===== src/rtl/veritune_seq_ctrl_pkg.sv =====
// Shared types and defaults for the Veritune record/shift/play sequencer.
// One-hot state encoding maps directly onto the Ld7..Ld3 state LEDs.
package veritune_seq_ctrl_pkg;

  typedef enum logic [4:0] {
    S_I     = 5'b00001,
    S_REC   = 5'b00010,
    S_STOP  = 5'b00100,
    S_SHIFT = 5'b01000,
    S_PLAY  = 5'b10000
  } state_t;

  localparam int unsigned ADDR_W_DEF      = 14;
  localparam int unsigned SHIFT_TMO_W_DEF = 26;

endpackage


===== src/rtl/veritune_seq_ctrl_if.sv =====
// Sample-RAM strobes and pitch-shifter handshake between the sequencer (master)
// and the RAM/shifter side (slave).
interface veritune_seq_ctrl_if
  import veritune_seq_ctrl_pkg::*;
#(
  parameter int unsigned ADDR_W = ADDR_W_DEF
) ();

  logic              shift_start;
  logic              shift_done;
  logic              mem_we;
  logic              mem_re;
  logic [ADDR_W-1:0] mem_addr;

  modport master (
    output shift_start, mem_we, mem_re, mem_addr,
    input  shift_done
  );

  modport slave (
    input  shift_start, mem_we, mem_re, mem_addr,
    output shift_done
  );

endinterface


===== src/rtl/veritune_seq_ctrl_addr_ctr.sv =====
// Clearable ADDR_W sample counter with terminal-count flag; shared by the
// REC and PLAY address sequences.
module veritune_seq_ctrl_addr_ctr #(
  parameter int unsigned ADDR_W = 14
) (
  input  logic              board_clk,
  input  logic              Reset,
  input  logic              clr,
  input  logic              inc,
  output logic [ADDR_W-1:0] count,
  output logic              tc
);

  always_ff @(posedge board_clk or posedge Reset) begin
    if (Reset)    count <= '0;
    else if (clr) count <= '0;
    else if (inc) count <= count + ADDR_W'(1);
  end

  assign tc = (count == '1);

endmodule


===== src/rtl/veritune_seq_ctrl.sv =====
// Veritune sequencer: Btn0 pulses walk Rec->Stop->Shift->Play->Idle.
// Define VERITUNE_LOOP_PLAY_EN to loop playback until the next button pulse.
module veritune_seq_ctrl
  import veritune_seq_ctrl_pkg::*;
#(
  parameter int unsigned ADDR_W      = ADDR_W_DEF,
  parameter int unsigned SHIFT_TMO_W = SHIFT_TMO_W_DEF
) (
  input  logic                board_clk,
  input  logic                Reset,
  input  logic                btn_pulse,
  input  logic                sample_tick,
  veritune_seq_ctrl_if.master bus,
  output logic [ADDR_W:0]     rec_len,
  output logic                shift_err,
  output logic                q_I,
  output logic                q_Rec,
  output logic                q_Stop,
  output logic                q_Shift,
  output logic                q_Play
);

  localparam logic [ADDR_W:0] LEN_ONE = (ADDR_W + 1)'(1);

  state_t                 state;
  logic [SHIFT_TMO_W-1:0] tmo;
  logic [ADDR_W-1:0]      count;
  logic                   tc;
  logic                   ctr_clr;
  logic                   ctr_inc;
  logic                   done_ok;
  logic                   last_rd;
  logic [ADDR_W:0]        rec_cnt;

  veritune_seq_ctrl_addr_ctr #(.ADDR_W(ADDR_W)) u_addr_ctr (
    .board_clk (board_clk),
    .Reset     (Reset),
    .clr       (ctr_clr),
    .inc       (ctr_inc),
    .count     (count),
    .tc        (tc)
  );

  // count is the next address to strobe; the registered mem_addr shows the
  // address of the strobe going out, so a full RAM never wraps mem_addr.
  always_comb begin
    done_ok = (state == S_SHIFT) && !bus.shift_start && bus.shift_done;
    last_rd = ({1'b0, count} == (rec_len - LEN_ONE));
    rec_cnt = {1'b0, count} + {{ADDR_W{1'b0}}, sample_tick};
    ctr_inc = sample_tick &&
              ((state == S_REC) || ((state == S_PLAY) && !btn_pulse));
    ctr_clr = ((state == S_I) && btn_pulse) || done_ok;
`ifdef VERITUNE_LOOP_PLAY_EN
    if ((state == S_PLAY) && !btn_pulse && sample_tick && last_rd) ctr_clr = 1'b1;
`endif
  end

  always_ff @(posedge board_clk or posedge Reset) begin
    if (Reset) begin
      state           <= S_I;
      tmo             <= '0;
      rec_len         <= '0;
      shift_err       <= 1'b0;
      bus.mem_we      <= 1'b0;
      bus.mem_re      <= 1'b0;
      bus.shift_start <= 1'b0;
      bus.mem_addr    <= '0;
    end else begin
      bus.mem_we      <= 1'b0;
      bus.mem_re      <= 1'b0;
      bus.shift_start <= 1'b0;
      case (state)
        S_I: if (btn_pulse) begin
          state        <= S_REC;
          bus.mem_addr <= '0;
          shift_err    <= 1'b0;
        end
        S_REC: begin
          if (sample_tick) begin
            bus.mem_we   <= 1'b1;
            bus.mem_addr <= count;
          end
          if (btn_pulse || (sample_tick && tc)) begin
            rec_len <= rec_cnt;
            state   <= (rec_cnt == '0) ? S_I : S_STOP;
          end
        end
        S_STOP: if (btn_pulse) begin
          state           <= S_SHIFT;
          bus.shift_start <= 1'b1;
          tmo             <= SHIFT_TMO_W'(1);
        end
        S_SHIFT: begin
          tmo <= tmo + SHIFT_TMO_W'(1);
          if (done_ok) begin
            state        <= S_PLAY;
            bus.mem_addr <= '0;
          end else if (tmo == '1) begin
            state     <= S_STOP;
            shift_err <= 1'b1;
          end
        end
        S_PLAY: begin
          if (btn_pulse) begin
            state <= S_I;
          end else if (sample_tick) begin
            bus.mem_re   <= 1'b1;
            bus.mem_addr <= count;
`ifndef VERITUNE_LOOP_PLAY_EN
            if (last_rd) state <= S_I;
`endif
          end
        end
        default: state <= S_I;
      endcase
    end
  end

  assign q_I     = state[0];
  assign q_Rec   = state[1];
  assign q_Stop  = state[2];
  assign q_Shift = state[3];
  assign q_Play  = state[4];

endmodule

===== src/flat_wrapper.sv =====
// flat-port wrapper written by rule: the top's interface ports become plain ports
module veritune_seq_ctrl_flat import veritune_seq_ctrl_pkg::*;
#(
  parameter int unsigned ADDR_W      = ADDR_W_DEF,
  parameter int unsigned SHIFT_TMO_W = SHIFT_TMO_W_DEF
)
  (board_clk, Reset, btn_pulse, sample_tick, rec_len, shift_err, q_I, q_Rec, q_Stop, q_Shift, q_Play, bus_shift_start, bus_mem_we, bus_mem_re, bus_mem_addr, bus_shift_done);
  veritune_seq_ctrl_if #(.ADDR_W(ADDR_W)) bus_i ();
  input  logic board_clk;
  input  logic Reset;
  input  logic btn_pulse;
  input  logic sample_tick;
  output logic [ADDR_W:0] rec_len;
  output logic shift_err;
  output logic q_I;
  output logic q_Rec;
  output logic q_Stop;
  output logic q_Shift;
  output logic q_Play;
  output wire logic [$bits(bus_i.shift_start)-1:0] bus_shift_start;
  output wire logic [$bits(bus_i.mem_we)-1:0] bus_mem_we;
  output wire logic [$bits(bus_i.mem_re)-1:0] bus_mem_re;
  output wire logic [$bits(bus_i.mem_addr)-1:0] bus_mem_addr;
  input wire logic [$bits(bus_i.shift_done)-1:0] bus_shift_done;
  assign bus_shift_start = bus_i.shift_start;
  assign bus_mem_we = bus_i.mem_we;
  assign bus_mem_re = bus_i.mem_re;
  assign bus_mem_addr = bus_i.mem_addr;
  assign bus_i.shift_done = bus_shift_done;
  veritune_seq_ctrl #(.ADDR_W(ADDR_W), .SHIFT_TMO_W(SHIFT_TMO_W)) u_core (.board_clk(board_clk), .Reset(Reset), .btn_pulse(btn_pulse), .sample_tick(sample_tick), .bus(bus_i), .rec_len(rec_len), .shift_err(shift_err), .q_I(q_I), .q_Rec(q_Rec), .q_Stop(q_Stop), .q_Shift(q_Shift), .q_Play(q_Play));
endmodule

===== config.mk =====
export PLATFORM = sky130hd
export DESIGN_NAME = veritune_seq_ctrl_flat
export DESIGN_NICKNAME = d
export VERILOG_FILES = /design/src/rtl/veritune_seq_ctrl_pkg.sv /design/src/rtl/veritune_seq_ctrl_if.sv /design/src/rtl/veritune_seq_ctrl_addr_ctr.sv /design/src/rtl/veritune_seq_ctrl.sv /design/src/flat_wrapper.sv
export SDC_FILE = /design/constraint.sdc
export NUM_CORES = 1
export LEC_CHECK = 0
export BUFFER_PORTS_ARGS = -buffer_cell sky130_fd_sc_hd__buf_2
export CORE_UTILIZATION = 54
export DETAILED_ROUTE_END_ITERATION = 6
export HOLD_SLACK_MARGIN = 0.15
export PLACE_DENSITY = 0.78
export SLEW_MARGIN = 20
export SYNTH_ARGS = -nofsm -noshare
export SYNTH_HDL_FRONTEND = slang
export SYNTH_HIERARCHICAL = 1
export SYNTH_SLANG_ARGS = --single-unit

===== constraint.sdc =====
create_clock -name board_clk -period 2.3 [get_ports board_clk]
set_input_delay 0.115 -clock board_clk [delete_from_list [all_inputs] [get_ports board_clk]]
set_output_delay 0.115 -clock board_clk [all_outputs]
set_load 0.01 [all_outputs]

# == Yosys cells after proc, flatten, opt, wreduce, memory -nomap -nowiden ==
# Cells that the tools add are included.
# W data, S select, Z words.
# word_totals
register_bits,78
input_bits,5
elab_cells,81
# classes
add_sub_neg,4
eq_ne,18
n_mux,29
n_reduce_logical,21
# op_table
op,count
$mux W14,6
$pmux W14 S4,1
$pmux W26 S2,1
$mux W5,8
$add A26 B1 Y26 const B,1
$eq A26 B26 Y1 const B,1
$mux W26,1
$pmux W5 S5,1
$add A14 B1 Y15,1
$eq A14 B15 Y1,1
$logic_not A15 Y1,1
$sub A15 B1 Y15 const B,1
$add A14 B1 Y14 const B,1
$eq A14 B14 Y1 const B,1
$ne A2 B2 Y1 const B,6
$mux W1,9
$reduce_and A4 Y1,2
$logic_and A1 B1 Y1,6
$ne A3 B2 Y1 const B,2
$reduce_and A6 Y1,1
$reduce_bool A2 Y1,3
$eq A5 B1 Y1 const B,1
$eq A5 B2 Y1 const B,1
$eq A5 B3 Y1 const B,1
other kinds (10),14

# == Logic depth before layout (Yosys ltp) ==
# depth
ltp_word,6
depth_mapped,10
ltp_nobuf,9

# == Cells and area by module ==
# Netlist, hierarchy kept.
# modules_own_cells
mod,instances,cells_per_inst,area_per_inst_um2
veritune_seq_ctrl,1,440,3836.2
veritune_seq_ctrl_addr_ctr,1,74,740.7

# == Worst setup path before layout ==
# No wires, ideal clock.
# synth_path
kind,register to register
start,register u_core.u_addr_ctr.count[0]
end,register u_core.state[2]
setup_ns,0.121
t_arrival_ns,2.263
slack_ns,-0.083
stages_incl_launch_ff,10
n_path_buf,0
synth_period_minus_slack_ns,2.383
cell_sequence,dfrtp_1 ha_1 ha_1 nand3_1 o21ai_0 mux2_4 or4_4 nor3_2 o21ai_1 a22o_1
# synth_between
elab_chain_cells,5
word_cells_on_any_way,12
classes_between,1 x add/sub; 4 x eq/ne; 3 x mux; 4 x reduce/logical
# synth_lines
item,line,source
from (decl),veritune_seq_ctrl_addr_ctr.sv:10,"output logic [ADDR_W-1:0] count,"
from (signal assigned),veritune_seq_ctrl_addr_ctr.sv:17,else if (inc) count <= count + ADDR_W'(1);
$add A14 B1 Y15 / $eq A14 B14 Y1 (equally long branches),"veritune_seq_ctrl.sv:49, veritune_seq_ctrl_addr_ctr.sv:20",
$logic_not A15 Y1 / $logic_and A1 B1 Y1 (equally long branches),"veritune_seq_ctrl.sv:85, veritune_seq_ctrl.sv:83",
$mux W3 / $logic_or A1 B1 Y1 (equally long branches),"veritune_seq_ctrl.sv:85, veritune_seq_ctrl.sv:83",
$mux W5 / $ne A2 B2 Y1 (equally long branches),-,
$pmux W5 S5 / $reduce_and A6 Y1 (equally long branches),-,
to (signal assigned),veritune_seq_ctrl.sv:85,state <= (rec_cnt == '0) ? S_I : S_STOP;
to (decl),veritune_seq_ctrl.sv:25,state_t state;
# Parallel ways exist; a longest one is shown, timed or not. The select of a mux whose other input is x is not followed.
# A chain may end at the register's enable or synchronous reset.

# == Worst setup path after layout ==
# layout_path
start,register u_core.rec_len[1]
end,register u_core.state[4]
# layout_between
elab_chain_cells,4
# layout_lines
item,line,source
from (decl),veritune_seq_ctrl.sv:14,"output logic [ADDR_W:0] rec_len,"
from (signal assigned),veritune_seq_ctrl.sv:84,rec_len <= rec_cnt;
$sub A15 B1 Y15,veritune_seq_ctrl.sv:48,"last_rd = ({1'b0, count} == (rec_len - LEN_ONE));"
$eq A14 B15 Y1,veritune_seq_ctrl.sv:48,
$ne A3 B2 Y1 (no line),-,
$reduce_and A6 Y1 (no line),-,
# No other way between the ends.

==> run_results.csv <==
group,metric,value,unit
synthesis,synthSimpleGateAreaFrac,25.89,%
timing,drv_slew,0,
power,p_seq_share,36.0,%
finish,area_growth,27.56,%
critical_path,crit_type,"flop to flop",
detailed_routing,vias,4396,
placement,postPlaceCellArea,0.005339,mm2
finish,post-route-cell-area,0.005838,mm2
floorplanning,boundaryPins,43,
critical_path,critical_path.startpoint_type,"flop",
critical_path,required,2530,ps
timing,tightest_slew,673.6,ps
detailed_routing,via_per_inst,6.097,
grt,antenna_found_initial,0,
synthesis,synth_xor_area_share,8.611,%
synthesis,ys_warn_count,6,
finish,drive_gt1_share,30.03,%
timing,max_freq,404.1,MHz
detailed_routing,drt-total-wl,12.75,mm
timing,whs,197.4,ps
floorplanning,num_rows,33,
detailed_routing,antenna_left,0,
run_status,status,"finished with violations",
finish,n_antenna_cell,0,
clock_tree,clockBufferDepth,2,
critical_path,worstPathMaxFanout,4,
placement,gp_congestion,0.9104,
run_status,violations,"negative setup slack",
grt,grt_overflow,0,
detailed_routing,drc_errors,0,
timing,period_minus_slack,2475,ps
critical_path,crit_path_end_kind,"flop",
floorplanning,die_w,94.07,um
finish,fillCellCount,577,
detailed_routing,post_drt_wl_per_cell,17.68,um
power,share_comb_of_total_power,42.8,%
clock_tree,htreeDepth,3,
placement,port_buffers,42,
power,leakage,2.665,nW
floorplanning,core_area,0.008217,mm2
detailed_routing,drtIter0Drc,395,
synthesis,synth_compound_area_share,13.61,%
timing,fin_crit_sh,107.6,%
finish,nets,621,
clock_tree,root_buffer,"clkbuf_8",
clock_tree,clk_pin_slew,80,ps
synthesis,seq_area_frac_synth,42.67,%
clock_tree,cts_buffers,9,
power,max-vdd-ir-drop,0.4061,mV
flow_run,drv_cap,0,
floorplanning,die_y,94.07,um
synthesis,ys_ff_latch,78,
grt,grt_first_pass_wirelength,19.45,mm
floorplanning,start_util,55.70,%
detailed_routing,dr.pass1.iters,5,
worst_hold_path,hold_class,"input pin to flop",
synthesis,synth_top_family_by_area,"simple AND/OR/NAND/NOR gates",
floorplanning,die_area,0.008848,mm2
timing,hold_viol,0,
timing,finalClockSkew,7.869,ps
grt,track_usage,28.23,%
placement,dp_hpwl,8.568,mm
clock_tree,clk_latency,340,ps
critical_path,cp_data_arrival_time,2700,ps
synthesis,synthArstFlopShare,100.0,%
synthesis,synth_cells,514,
placement,pre_cts_ws,-338.3,ps
synthesis,syn_nets,524,
power,sw_frac_of_total,37.75,%
grt,first_global_vias,4018,
clock_tree,cts_sinks,78,
power,fin_total_pwr,5.506,mW
timing,slew_headroom,55.03,%
power,clkPwrFrac,21.1,%
grt,grt_max_degree,36,
synthesis,syn_avg_cell_area,8.904,um2
timing,finalSetupViolations,3,
synthesis,synth_area,0.004577,mm2
power,intPower,3.427,mW
timing,setup_ws,-174.6,ps
clock_tree,cts_tree,"done",
synthesis,synth.distinct_cells,59,
synthesis,synth-edff-count,0,
timing,rsz0062_at_grt,"yes",
power,p_per_area,943.1,mW/mm2
power,p_switching,2.079,mW
synthesis,synthAdderAreaFrac,1.367,%
synthesis,synth_mux_area_share,3.554,%
synthesis,synth_flop_cell,"dfrtp_1",
## per-layer routing
| layer | wire [um] | track usage (%) | up-vias |
|---|---|---|---|
| li1 | - | - | 2032 |
| met1 | 5511 | 37.79 | 2078 |
| met2 | 5844 | 45.44 | 237 |
| met3 | 970 | 5.097 | 49 |
| met4 | 419 | 10.64 | 0 |
| met5 | 0 | 0 | - |
## worst paths after layout
path	start	end	slack, ps	cells after the start
worst max-delay path	u_core/rec_len[1]	u_core/state[4]	-170	13
min in group asynchronous	Reset	u_core/u_addr_ctr/count[1]	360	3
max in group asynchronous	Reset	u_core/state[0]	1200	4
worst min register to register	u_core/tmo[25]	u_core/tmo[25]	480	1
worst max register to register	u_core/rec_len[1]	u_core/state[4]	-170	13
worst min-delay path	sample_tick	u_core/rec_len[0]	200	3
## flip-flops by register name (all words and copies together) (netlist names)
signal and flops:
u_core/bus.mem_addr 14, u_core/bus.mem_re 1, u_core/bus.mem_we 1, u_core/bus.shift_start 1, u_core/rec_len 15, u_core/shift_err 1
u_core/state 5, u_core/tmo 26, u_core/u_addr_ctr/count 14
## kinds of logic (layout without fill, tap and decap cells)
kind of cell / Yosys count / in the layout
AOI/OAI and AO/OA: 98 / 98
xor gates and xnor gates: 45 / 45
DFF: 78 / 78
and+or+nand+nor: 229 / 229
adders and majority gates: 5 / 5
muxes: 15 / 15
buffers and inverters: 44 / 146
## through the flow
stage,TNS (ps),std cells,utilization [%]
final,-345.1,721,71.05
after global routing,-1305,721,71.05
after CTS,-57.00,718,69.42
after detailed placement,-712.6,695,64.98
after global placement,-467.9,695,64.98
after floorplan,-29.60,514,-
## worst max-delay path, cell delays in order, from the launching register on
cell and delay [ps]:
dfrtp_1 390, buf_6 130, inv_4 50, ha_4 130
nor3b_4 210, buf_6 140, buf_4 120, nand3_1 110
o31ai_2 100, o2111ai_2 190, a2111oi_4 420, buf_4 180
o21ai_2 60, o2bb2ai_1 120
## cells in the mapped netlist, types with 4 or more instances
cell type	instances	area [um2]
mux2i_1	8	80.08
nor4_1	7	43.79
a31oi_1	5	31.28
nand2b_1	4	25.02
nor2_1	34	127.6
o211ai_1	8	60.06
a21oi_1	7	35.03
dfrtp_1	77	1927
nand3_1	31	155.2
xor2_1	13	113.9
and3_1	11	68.82
inv_1	13	48.80
nand2_1	81	304.0
buf_4	5	37.54
nand4_1	17	106.4
ha_1	5	62.56
clkbuf_1	20	75.07
o31ai_1	10	75.07
nor4b_1	4	35.03
o21ai_0	44	220.2
buf_2	4	20.02
nor2b_1	4	25.02
mux2_2	6	67.56
or3_1	4	25.02
nor3_1	11	55.05
xnor2_1	32	280.3
## cells in the final DEF (no fill, tap or decap), drive strengths merged, types with 5 or more instances in the layout
cell	count
buf	114
nand2	81
dfrtp	77
o21ai	45
nor2	34
xnor2	32
nand3	31
nand4	19
inv	14
xor2	13
nor3	12
and3	11
clkbuf	10
o31ai	10
nor4	9
mux2i	8
o211ai	8
mux2	7
a21oi	7
a31oi	5
ha	5
## final cells by class
class / count / area [um2] / area share (%)
sequential: 78 / 1961 / 33.58
timing repair buffer: 117 / 813.3 / 13.93
multi-input combinational: 392 / 2651 / 45.41
clock buffer: 10 / 137.6 / 2.357
tap: 105 / 131.4 / 2.250
inverter: 13 / 51.30 / 0.8787
clock inverter: 6 / 92.59 / 1.586
## power by group through the flow
stage	logic, mW	clock network [mW]	registers (mW)
2_1_floorplan	1.26	0	1.97
3_3_place_gp	1.83	0	1.96
3_5_place_dp	1.91	0	1.99
4_1_cts	2.10	1.19	1.96
5_1_grt	2.55	1.25	2.03
6_report	2.36	1.16	1.98
## what timing repair did
action | 4_1_cts | 5_1_grt
resized for setup | 20 | 22
pin swaps | 9 | 6
endpoints found under the hold margin | 45 | 0
endpoints found under the setup margin | 4 | 28
hold buffers | 3 | 0
setup buffers | 4 | 3
Note: power is estimated with default switching activity, not from simulation.
